**src/rtl/dac_mux_pkg.sv**
```systemverilog
// Shared types and constants for the DAC comparator / sound-source selector.
// Gain is a 0..16 scale applied as (value * g) >> 4.
package dac_mux_pkg;

  typedef enum logic [1:0] {
    SRC_DAC  = 2'd0,
    SRC_CASS = 2'd1,
    SRC_CART = 2'd2,
    SRC_NONE = 2'd3
  } src_e;

  typedef enum logic [1:0] {
    ST_IDLE     = 2'd0,
    ST_FADE_OUT = 2'd1,
    ST_FADE_IN  = 2'd2
  } fade_st_e;

  localparam int GAIN_MAX = 16;
  localparam int GAIN_W   = 5;
  localparam int GAIN_SH  = 4;
  localparam int SND_W    = 12;

  function automatic logic [SND_W-1:0] apply_gain(input logic [SND_W-1:0] v,
                                                  input logic [GAIN_W-1:0] g);
    logic [SND_W+GAIN_W-1:0] p;
    p = {{GAIN_W{1'b0}}, v} * {{SND_W{1'b0}}, g};
    return SND_W'(p >> GAIN_SH);
  endfunction

endpackage

```
**src/rtl/dac_mux_snd_fader.sv**
```systemverilog
// Click-suppression fader: ramps gain to 0, swaps source, ramps back to 16; one gain step per FADE_DIV ce pulses.
// sound is registered (1 clock from src value or gain); no backpressure, target is re-read live every clock.
module snd_fader
  import dac_mux_pkg::*;
#(
  parameter int FADE_DIV = 1
) (
  input  logic             clk,
  input  logic             reset_n,
  input  logic             i_ce,
  input  src_e             i_target,
  input  logic [SND_W-1:0] i_src_val,
  output src_e             o_committed,
  output logic [SND_W-1:0] o_sound
);

  localparam int              PW       = (FADE_DIV > 1) ? $clog2(FADE_DIV) : 1;
  localparam logic [PW-1:0]   PRE_LAST = PW'(FADE_DIV - 1);
  localparam logic [GAIN_W-1:0] G_MAX  = GAIN_W'(GAIN_MAX);

  fade_st_e          r_state;
  fade_st_e          w_state_nxt;
  logic [GAIN_W-1:0] r_gain;
  logic [GAIN_W-1:0] w_gain_nxt;
  src_e              r_committed;
  src_e              w_committed_nxt;
  logic [PW-1:0]     r_pre;
  logic              w_tick;
  logic [SND_W-1:0]  r_sound;

  assign w_tick = i_ce && (r_pre == PRE_LAST);

  // Prescaler parks at 0 in IDLE so every fade starts on a fresh FADE_DIV boundary.
  always_ff @(posedge clk or negedge reset_n) begin
    if (!reset_n) begin
      r_pre <= '0;
    end else if (r_state == ST_IDLE) begin
      r_pre <= '0;
    end else if (i_ce) begin
      r_pre <= w_tick ? '0 : r_pre + 1'b1;
    end
  end

  always_comb begin
    w_state_nxt     = r_state;
    w_gain_nxt      = r_gain;
    w_committed_nxt = r_committed;
    case (r_state)
      ST_IDLE: begin
        if (i_target != r_committed) w_state_nxt = ST_FADE_OUT;
      end
      ST_FADE_OUT: begin
        if (i_target == r_committed) begin
          w_state_nxt = ST_FADE_IN;
        end else if (w_tick) begin
          if (r_gain != '0) begin
            w_gain_nxt = r_gain - 1'b1;
          end else begin
            w_committed_nxt = i_target;
            w_state_nxt     = ST_FADE_IN;
          end
        end
      end
      ST_FADE_IN: begin
        if (i_target != r_committed) begin
          w_state_nxt = ST_FADE_OUT;
        end else if (w_tick) begin
          if (r_gain < G_MAX) w_gain_nxt = r_gain + 1'b1;
          else                w_state_nxt = ST_IDLE;
        end
      end
      default: w_state_nxt = ST_IDLE;
    endcase
  end

  always_ff @(posedge clk or negedge reset_n) begin
    if (!reset_n) begin
      r_state     <= ST_IDLE;
      r_gain      <= '0;
      r_committed <= SRC_NONE;
      r_sound     <= '0;
    end else begin
      r_state     <= w_state_nxt;
      r_gain      <= w_gain_nxt;
      r_committed <= w_committed_nxt;
      r_sound     <= apply_gain(i_src_val, r_gain);
    end
  end

  assign o_committed = r_committed;
  assign o_sound     = r_sound;

endmodule

```
**src/rtl/dac_mux.sv**
```systemverilog
// DAC vs joystick-axis comparator with settle model, plus faded sound-source selector; hilo/sound 1-clock registered.
// No backpressure. Define DAC_MUX_HYST_EN for 1-LSB comparator hysteresis (equality holds hilo).
module dac_mux
  import dac_mux_pkg::*;
#(
  parameter int DAC_W      = 6,
  parameter int NUM_CH     = 4,
  parameter int SETTLE_CYC = 8,
  parameter int FADE_DIV   = 1
) (
  input  logic                      clk,
  input  logic                      reset_n,
  input  logic                      ce,
  input  logic [NUM_CH*8-1:0]       axis,
  input  logic [DAC_W-1:0]          dac,
  input  logic [$clog2(NUM_CH)-1:0] sel,
  input  logic                      snden,
  input  logic [SND_W-1:0]          cass_snd,
  input  logic [SND_W-1:0]          cart_snd,
  output logic                      hilo,
  output logic                      hilo_valid,
  output logic [SND_W-1:0]          sound
);

  localparam int                SEL_W    = $clog2(NUM_CH);
  localparam int                CNT_W    = (SETTLE_CYC > 0) ? $clog2(SETTLE_CYC + 1) : 1;
  localparam logic [CNT_W-1:0]  CNT_LOAD = CNT_W'(SETTLE_CYC);

  logic [SEL_W-1:0] r_sel_q;
  logic [DAC_W-1:0] r_dac_q;
  logic [CNT_W-1:0] r_cnt;
  logic [CNT_W-1:0] w_cnt_nxt;
  logic             r_hilo;
  logic             r_hilo_valid;
  logic [7:0]       w_axis_sel;
  logic [DAC_W-1:0] w_operand;
  logic             w_change;
  logic             w_settled;
  logic             w_hilo_cmp;
  src_e             w_target;
  src_e             w_committed;
  logic [SND_W-1:0] w_src_val;

  assign w_axis_sel = axis[{sel, 3'b000} +: 8];
  assign w_operand  = DAC_W'(w_axis_sel >> (8 - DAC_W));
  assign w_change   = (sel != r_sel_q) || (dac != r_dac_q);

  always_comb begin
    w_cnt_nxt = r_cnt;
    if (w_change)                 w_cnt_nxt = CNT_LOAD;
    else if (ce && r_cnt != '0)   w_cnt_nxt = r_cnt - 1'b1;
  end

  // A change landing on the final settle clock reloads, so it suppresses the update.
  assign w_settled = (w_cnt_nxt == '0);

`ifdef DAC_MUX_HYST_EN
  always_comb begin
    w_hilo_cmp = r_hilo;
    if (w_operand > dac)      w_hilo_cmp = 1'b1;
    else if (w_operand < dac) w_hilo_cmp = 1'b0;
  end
`else
  assign w_hilo_cmp = (w_operand > dac);
`endif

  always_ff @(posedge clk or negedge reset_n) begin
    if (!reset_n) begin
      r_sel_q      <= '0;
      r_dac_q      <= '0;
      r_cnt        <= CNT_LOAD;
      r_hilo       <= 1'b0;
      r_hilo_valid <= 1'b0;
    end else begin
      r_sel_q      <= sel;
      r_dac_q      <= dac;
      r_cnt        <= w_cnt_nxt;
      r_hilo_valid <= w_settled;
      if (w_settled) r_hilo <= w_hilo_cmp;
    end
  end

  assign w_target = snden ? src_e'(sel[1:0]) : SRC_NONE;

  always_comb begin
    w_src_val = '0;
    case (w_committed)
      SRC_DAC:  w_src_val = {dac, {(SND_W - DAC_W){1'b0}}};
      SRC_CASS: w_src_val = cass_snd;
      SRC_CART: w_src_val = cart_snd;
      default:  w_src_val = '0;
    endcase
  end

  snd_fader #(
    .FADE_DIV (FADE_DIV)
  ) u_fader (
    .clk         (clk),
    .reset_n     (reset_n),
    .i_ce        (ce),
    .i_target    (w_target),
    .i_src_val   (w_src_val),
    .o_committed (w_committed),
    .o_sound     (sound)
  );

  assign hilo       = r_hilo;
  assign hilo_valid = r_hilo_valid;

endmodule

```
**config.mk**
```make
export PLATFORM = sky130hd
export DESIGN_NAME = dac_mux
export DESIGN_NICKNAME = d
export VERILOG_FILES = /design/src/rtl/dac_mux_pkg.sv /design/src/rtl/dac_mux_snd_fader.sv /design/src/rtl/dac_mux.sv
export SDC_FILE = /design/constraint.sdc
export NUM_CORES = 1
export LEC_CHECK = 0
export CORE_MARGIN = 3
export CORE_UTILIZATION = 48
export DETAILED_ROUTE_END_ITERATION = 12
export HOLD_SLACK_MARGIN = 0.15
export PLACE_DENSITY = 0.87
export SLEW_MARGIN = 5
export SYNTH_ARGS = -nofsm -noshare
export SYNTH_HDL_FRONTEND = slang
export SYNTH_SLANG_ARGS = --single-unit
```
**constraint.sdc**
```tcl
create_clock -name clk -period 4.5 [get_ports clk]
set_input_delay 0.45 -clock clk [delete_from_list [all_inputs] [get_ports clk]]
set_output_delay 0.45 -clock clk [all_outputs]
set_load 0.01 [all_outputs]
```
==> flow_summary_export.csv, run 1 <==
group,metric,value,unit
placement,dp_hpwl,7300,µm
route,wl,10100,µm
sta,fmax,225,MHz
cts,clock_sinks,36,
route,vias,3356,
synth,synth_nets,540,
layout,fin_area,5300,µm²
route,vias_per_cell,5.46,
synth,synth_top_area_cell,"dfrtp_1",
hold_path,hold_class,"input port to async pin",
setup_path,slowest_delay,0.59,ns
setup_path,required,4.74,ns
synth,yosysWarnings,0,
global_routing,grt_usage,0.214,
synth,yosys-top-cells-count,"57 x inv_1, 40 x and2_1, 39 x ha_1",
sta,setup_violations,0,
placement,port_buffers,73,
sta,final.setup.worst_slack,0.0510,ns
sta,fin_skew,0.00453,ns
floorplanning,die_h,96.2,µm
layout,postLayoutCoreUtil,0.679,
layout,diodes,0,
sta,period_share,0.989,
route,drcViolationCount,0,
global_routing,antenna_found_initial,0,
placement,placed_area,4930,µm²
run_status,status,"completed",
setup_path,path_common_cell,"fa_1",
synth,synth_edf_count,0,
cts,cts_max_path_buffers,2,
placement,gp_congestion,0.880,
floorplanning,dieArea,9260,µm²
synth,yosysSeqAreaShare,0.232,
cts,cts_tree,"yes",
floorplanning,io_pins,82,
sta,drv_slew,0,
sta,finalHoldViolCount,0,
synth,synthFlopType,"dfrtp_1",
sta,whs,0.247,ns
setup_path,cp_max_fo,6,
synth,synthCells,404,
setup_path,arrival,4.69,ns
floorplanning,die_w,96.2,µm
setup_path,setup.worst_path.start_class,"flip-flop",
floorplanning,fp-row-count,32,
cts,clockRootBuffer,"clkbuf_8",
layout,drive_above_1_share,0.207,
synth,synth_most_common_cell,"inv_1",
route,drtAntennaViolNets,0,
cts,ctsHoldBuffers,0,
synth,synth_top_cell_area_share,0.211,
synth,synth_cell_type_count,57,
cts,cts.clk_slew.worst_paths,0.08,ns
layout,area_growth,35.7,%
synth,syn_area,3910,µm²
global_routing,grt_max_degree,37,
synth,synthTopCellsByArea,"dfrtp_1 21%, fa_1 15%, ha_1 12%, and2_1 6.4%, inv_1 5.5%",
cts,insertion_delay,0.30,ns
global_routing,grt_pass1_wl,15400,µm
sta,tightest_slew,0.857,ns
setup_path,critPathSlowestCell,"dfstp_2",
sta,slew_headroom,0.429,
layout,fin_nets,648,
synth,synthArstFlopShare,1.00,
global_routing,grt_pass1_vias,3444,
global_routing,overflow,0,
cts,cts-buffers-inserted,5,
flow_run,cap_viol_max_count,0,
synth,avgSynthCellArea,9.67,µm²
sta,min_period,4.45,ns
floorplanning,core_region_area,7810,µm²
setup_path,worstSetupPathType,"flip-flop to flip-flop",
synth,ys_ff_latch,36,
setup_path,end_kind,"flip-flop",
floorplanning,start_util,0.500,
route,wl_per_cell,16.5,µm
route,drtPass1Iterations,4,
route,drt_iter0_drc,153,
cts,cts_max_level,2,
setup_path,cp_cell_sequence,"nor2b_4 -> buf_6 -> a22o_4 -> and2_4 -> fa_1 -> fa_1 -> inv_1 -> fa_1 -> inv_2 -> ha_4 -> a21o_1 -> a21oi_4 -> and2b_2 -> a22oi_4 -> or4_1 -> nand4_1",
placement,dp_slack,-0.148,ns
[layout by cell type, fill, tap and decap left out, drive strengths merged, types with 6 or more instances in the layout]
cell type / instances
mux4: 6
a21o: 8
fa: 29
o21ai: 13
nor2: 15
xor2: 14
nand2: 36
and2: 40
inv: 57
dfrtp: 33
xnor2: 12
a21oi: 17
ha: 39
buf: 39
mux2i: 9
clkdlybuf4s50: 72
[path summary, 6_finish.rpt]
kind                                              from                   to  slack (ns)  cells past startpoint
min in group clk                                  hilo                 hilo        0.52                      2
worst max register to register  u_fader.o_committed[0]  u_fader.o_sound[11]        0.05                     16
max in group asynchronous                      reset_n   u_fader.r_state[1]        3.71                      1
worst max-delay path            u_fader.o_committed[0]  u_fader.o_sound[11]        0.05                     16
worst min-delay path                           reset_n   u_fader.o_sound[4]        0.25                      1
worst min register to register                    hilo                 hilo        0.52                      2
[layer usage]
metal	up-vias	part of all wire	GRT usage
met2	81	0.55	0.399
met4	0	0.022	0.0758
li1	1564	-	-
met3	23	0.040	0.0336
met5	-	0	0
met1	1688	0.38	0.246
[cell families after synthesis]
group                      Yosys count  synth area share
and+or+nand+nor                    126             0.176
DFF                                 36             0.232
xor gates and xnor gates            26            0.0583
AOI/OAI and AO/OA                   61             0.115
muxes                               20            0.0750
adders and majority gates           68             0.274
buffers and inverters               67            0.0708
[critical path: cells and delay by family, from the launching register on]
kind                     cells  cell delay (ns)
AO/OA/AOI/OAI                4             0.69
adder cells (fa/ha/maj)      4             1.83
flip-flops                   1             0.59
AND/OR/NAND/NOR              5             1.01
buffers and inverters        3             0.26
[flip-flops by register name (all words and copies together), names as in the netlist]
| name | count |
|---|---|
| r_cnt | 4 |
| hilo_valid | 1 |
| hilo | 1 |
| u_fader.o_committed | 2 |
| r_dac_q | 6 |
| u_fader.o_sound | 12 |
| r_sel_q | 2 |
| u_fader.r_state | 2 |
| u_fader.r_gain | 5 |
| u_fader.r_pre | 1 |
[area by class of cell]
type                       instances  area (µm²)
clock buffer                       5        68.8
multi-input combinational        301        2920
sequential                        36         905
tap                              102         128
clock inverter                     3        42.5
timing repair buffer             111        1030
inverter                          57         214
fill                             566        2510
[per-stage QoR]
stage	TNS, ns	instances
floorplan	0	404
global placement	-0.204	600
detailed placement	-0.471	600
CTS	0	610
global route	-0.308	615
finish	0	615
[timing repair]
item / 4_1_cts / 5_1_grt
setup buffers: 2 / 5
resized for setup: 7 / 40
endpoints found under the setup margin: 3 / 6
hold endpoints to repair: 0 / 0
pin swaps: 5 / 28
Power of run 1 is left out: the tool's default activity adds up to more than one toggle a clock period on the data nets, which glitch-free logic cannot reach.
==> inputs of run 2 (changes only) <==
--- a/config.mk
+++ b/config.mk
@@ -5,11 +5,12 @@
 export SDC_FILE = /design/constraint.sdc
 export NUM_CORES = 1
 export LEC_CHECK = 0
+export ABC_AREA = 1
 export CORE_MARGIN = 3
 export CORE_UTILIZATION = 48
 export DETAILED_ROUTE_END_ITERATION = 12
 export HOLD_SLACK_MARGIN = 0.15
-export PLACE_DENSITY = 0.87
+export PLACE_DENSITY = 0.86
 export SLEW_MARGIN = 5
 export SYNTH_ARGS = -nofsm -noshare
 export SYNTH_HDL_FRONTEND = slang
==> run 2 against run 1 <==
Critical path depth fell by 1. Clock skew is 0.0079 ns higher. Sequential share of layout area grew 1.1 points. Via count grew 15%. Non-clock buffer count is 35 lower. Flip-flop and latch count is the same. Area after synthesis up 2.6%. Core utilization down 5.2 points. Highest routed layer unchanged. Die area rose by 2.4%. Global-route usage down 0.088 points. First-iteration DRC count is 43% higher.
==> flow_summary_export.csv, run 2 <==
group,metric,value,unit
setup_path,end_kind,"flip-flop",
setup_path,setup.worst_path.start_class,"flip-flop",
synth,synthTopCellsByArea,"dfrtp_1 21%, fa_1 14%, ha_1 12%, nand2_1 11%, inv_1 11%",
pwr,p_switching,784,µW
synth,synthMuxAreaShare,0,
route,drtAntennaViolNets,0,
global_routing,grt_pass1_wl,17100,µm
layout,fin_nets,763,
cts,cts.clk_slew.worst_paths,0.08,ns
pwr,power_density,358,nW/µm²
setup_path,reg2reg_from,"u_fader.o_committed[1]",
synth,yosysSeqAreaShare,0.226,
sta,min_period,4.22,ns
synth,yosys-top-cells-count,"120 x nand2_1, 116 x inv_1, 56 x nor2_1",
synth,synth_most_common_cell,"nand2_1",
setup_path,critPathSlowestCell,"dfstp_2",
sta,finalHoldViolCount,0,
sta,fin_skew,0.0125,ns
sta,fmax,237,MHz
cts,cts_max_path_buffers,2,
floorplanning,io_pins,82,
placement,gp_congestion,0.853,
sta,final.setup.worst_slack,0.284,ns
setup_path,arrival,4.39,ns
layout,final_cell_mix,"120 x nand2_1, 116 x inv_1, 73 x clkdlybuf4s50_1",
floorplanning,dieArea,9480,µm²
cts,clock_sinks,36,
route,wl,9560,µm
synth,synth_edf_count,0,
cts,insertion_delay,0.30,ns
setup_path,cp_max_fo,6,
synth,synth_cell_type_count,33,
synth,synth_top_family_by_area,"adder cells",
synth,yosysWarnings,0,
cts,cts_max_level,2,
route,drt_iter0_drc,219,
pwr,p_clk_frac,0.164,
sta,fin_tns_setup,0,ns
layout,largest_reg_flops,12,
cts,cts_tree,"yes",
synth,syn_area,4010,µm²
layout,final_common_cell,"nand2_1",
floorplanning,start_util,0.506,
route,vias_per_cell,5.26,
layout,area_growth,24.0,%
floorplanning,fp-row-count,32,
setup_path,worstSetupPathType,"flip-flop to flip-flop",
route,wl_per_cell,13.1,µm
pwr,combPwrFrac,0.542,
route,vias,3843,
synth,synthArstFlopShare,1.00,
global_routing,overflow,0,
pwr,ir_worst_vdd,0.000221,V
sta,slew_headroom,0.637,
synth,synthFlopType,"dfrtp_1",
sta,setup_violations,0,
hold_path,holdCritStartpoint,"hilo",
synth,synthCells,552,
hold_path,worstHoldPathCells,2,
setup_path,required,4.67,ns
setup_path,ff2ff_path_depth,15,
floorplanning,core_region_area,7930,µm²
synth,synthSimpleGateAreaFrac,0.238,
cts,cts-buffers-inserted,5,
synth,synth_top_cell_area_share,0.206,
placement,port_buffers,73,
synth,avgSynthCellArea,7.26,µm²
floorplanning,die_w,97.4,µm
synth,ys_ff_latch,36,
global_routing,grt_max_degree,37,
synth,synthXorXnorAreaFrac,0.0503,
route,drcViolationCount,0,
synth,synth_compound_area_frac,0.0971,
pwr,intPower,993,µW
pwr,swShare,0.441,
global_routing,grt_pass1_vias,3886,
synth,synthAdderAreaFrac,0.267,
hold_path,hold_path_end,"hilo",
setup_path,r2r_slack,0.28,ns
flow_run,cap_viol_max_count,0,
setup_path,slowest_delay,0.61,ns
route,drtPass1Iterations,5,
sta,tightest_slew,0.545,ns
pwr,seq_power_share,0.294,
synth,synth_nets,688,
setup_path,cp_cell_sequence,"nand2_2 -> o22ai_1 -> inv_1 -> nor2_1 -> fa_1 -> fa_1 -> inv_1 -> fa_1 -> inv_1 -> ha_1 -> a21oi_1 -> o21ai_0 -> a21oi_1 -> nand2_1 -> xor2_1",
sta,drv_slew,0,
layout,diodes,0,
run_status,status,"completed",
layout,drive_above_1_share,0.0557,
synth,synth_top_area_cell,"dfrtp_1",
hold_path,hold_class,"flip-flop to flip-flop",
cts,clockRootBuffer,"clkbuf_8",
global_routing,grt_usage,0.213,
placement,dp_slack,0.114,ns
sta,period_share,0.937,
placement,dp_hpwl,7810,µm
layout,fillers,672,
pwr,leakagePower,0.00275,µW
layout,postLayoutCoreUtil,0.627,
sta,whs,0.498,ns
floorplanning,die_h,97.4,µm
setup_path,reg2reg_to,"u_fader.o_sound[8]",
global_routing,antenna_found_initial,0,
==> run 2: worst max-delay path by stage <==
stage	start	to	slack [ns]	cells past startpoint
after floorplan	u_fader.o_committed[0]	u_fader.o_sound[9]	0.61	19
after global placement	cart_snd[3]	u_fader.o_sound[11]	0.20	18
after detailed placement	cart_snd[3]	u_fader.o_sound[11]	0.11	18
after CTS	u_fader.o_committed[1]	u_fader.o_sound[11]	0.31	17
after global routing	u_fader.o_committed[1]	u_fader.o_sound[8]	-0.005	16
final	u_fader.o_committed[1]	u_fader.o_sound[8]	0.28	15
==> run 2: metrics by stage <==
| step | area (µm²) | cells | power, µW |
|---|---|---|---|
| finish | 4970 | 730 | 1780 |
| global route | 4970 | 730 | 1950 |
| CTS | 4960 | 730 | 1780 |
| detailed placement | 4850 | 722 | 1480 |
| global placement | 4850 | 722 | 1430 |
| floorplan | 4010 | 552 | 1160 |
==> run 2: critical path: cells and delay by family, from the launching register on <==
| kind | cells | cell delay, ns |
|---|---|---|
| flops | 1 | 0.61 |
| simple gates | 3 | 0.36 |
| xor+xnor | 1 | 0.14 |
| buf+inv | 3 | 0.25 |
| fa+ha+maj | 4 | 1.89 |
| compound gates | 4 | 0.84 |
==> run 2: power groups by stage <==
stage / clock network (µW) / registers (µW) / logic [µW]
floorplan: 0 / 483 / 674
global placement: 0 / 522 / 910
detailed placement: 0 / 528 / 951
CTS: 297 / 521 / 963
global route: 312 / 536 / 1100
finish: 292 / 522 / 963
==> run 2: kinds of logic (layout without fill, tap and decap cells) <==
logic type | after synthesis | count (layout)
DFF | 36 | 36
and+or+nand+nor | 228 | 228
adders and majority gates | 68 | 68
buffers and inverters | 128 | 204
xor gates and xnor gates | 23 | 23
AOI/OAI and AO/OA | 69 | 69
==> run 2: metal layers <==
metal	share of wire	global-route usage	vias up
li1	-	-	1849
met1	0.40	0.260	1831
met2	0.51	0.375	136
met3	0.053	0.0337	27
met4	0.032	0.0873	0
met5	0	0	-
==> run 2: timing repair <==
| item | in CTS | in global routing |
|---|---|---|
| hold buffers | 0 | 0 |
| endpoints found under the setup margin | 0 | 2 |
| gates resized for setup | 0 | 2 |
| buffers inserted | 0 | 0 |
==> run 2: layout make-up <==
type	count	area (µm²)	share of cell area
Sequential cell	36	905	0.182
Clock buffer	5	68.8	0.0138
Timing Repair Buffer	76	753	0.152
Inverter	120	450	0.0906
Multi-Input combinational cell	388	2620	0.528
Tap cell	102	128	0.0257
Clock inverter	3	42.5	0.00856
Note: power is estimated with default switching activity, not from simulation.
==> inputs of run 3 (changes only) <==
--- a/config.mk
+++ b/config.mk
@@ -8,6 +8,7 @@
 export ABC_AREA = 1
 export CORE_MARGIN = 3
 export CORE_UTILIZATION = 48
+export CTS_CLUSTER_DIAMETER = 100
 export DETAILED_ROUTE_END_ITERATION = 12
 export HOLD_SLACK_MARGIN = 0.15
 export PLACE_DENSITY = 0.86
==> results of run 3 <==
Same layout as run 2: the final DEF is identical, and so are final timing and power.
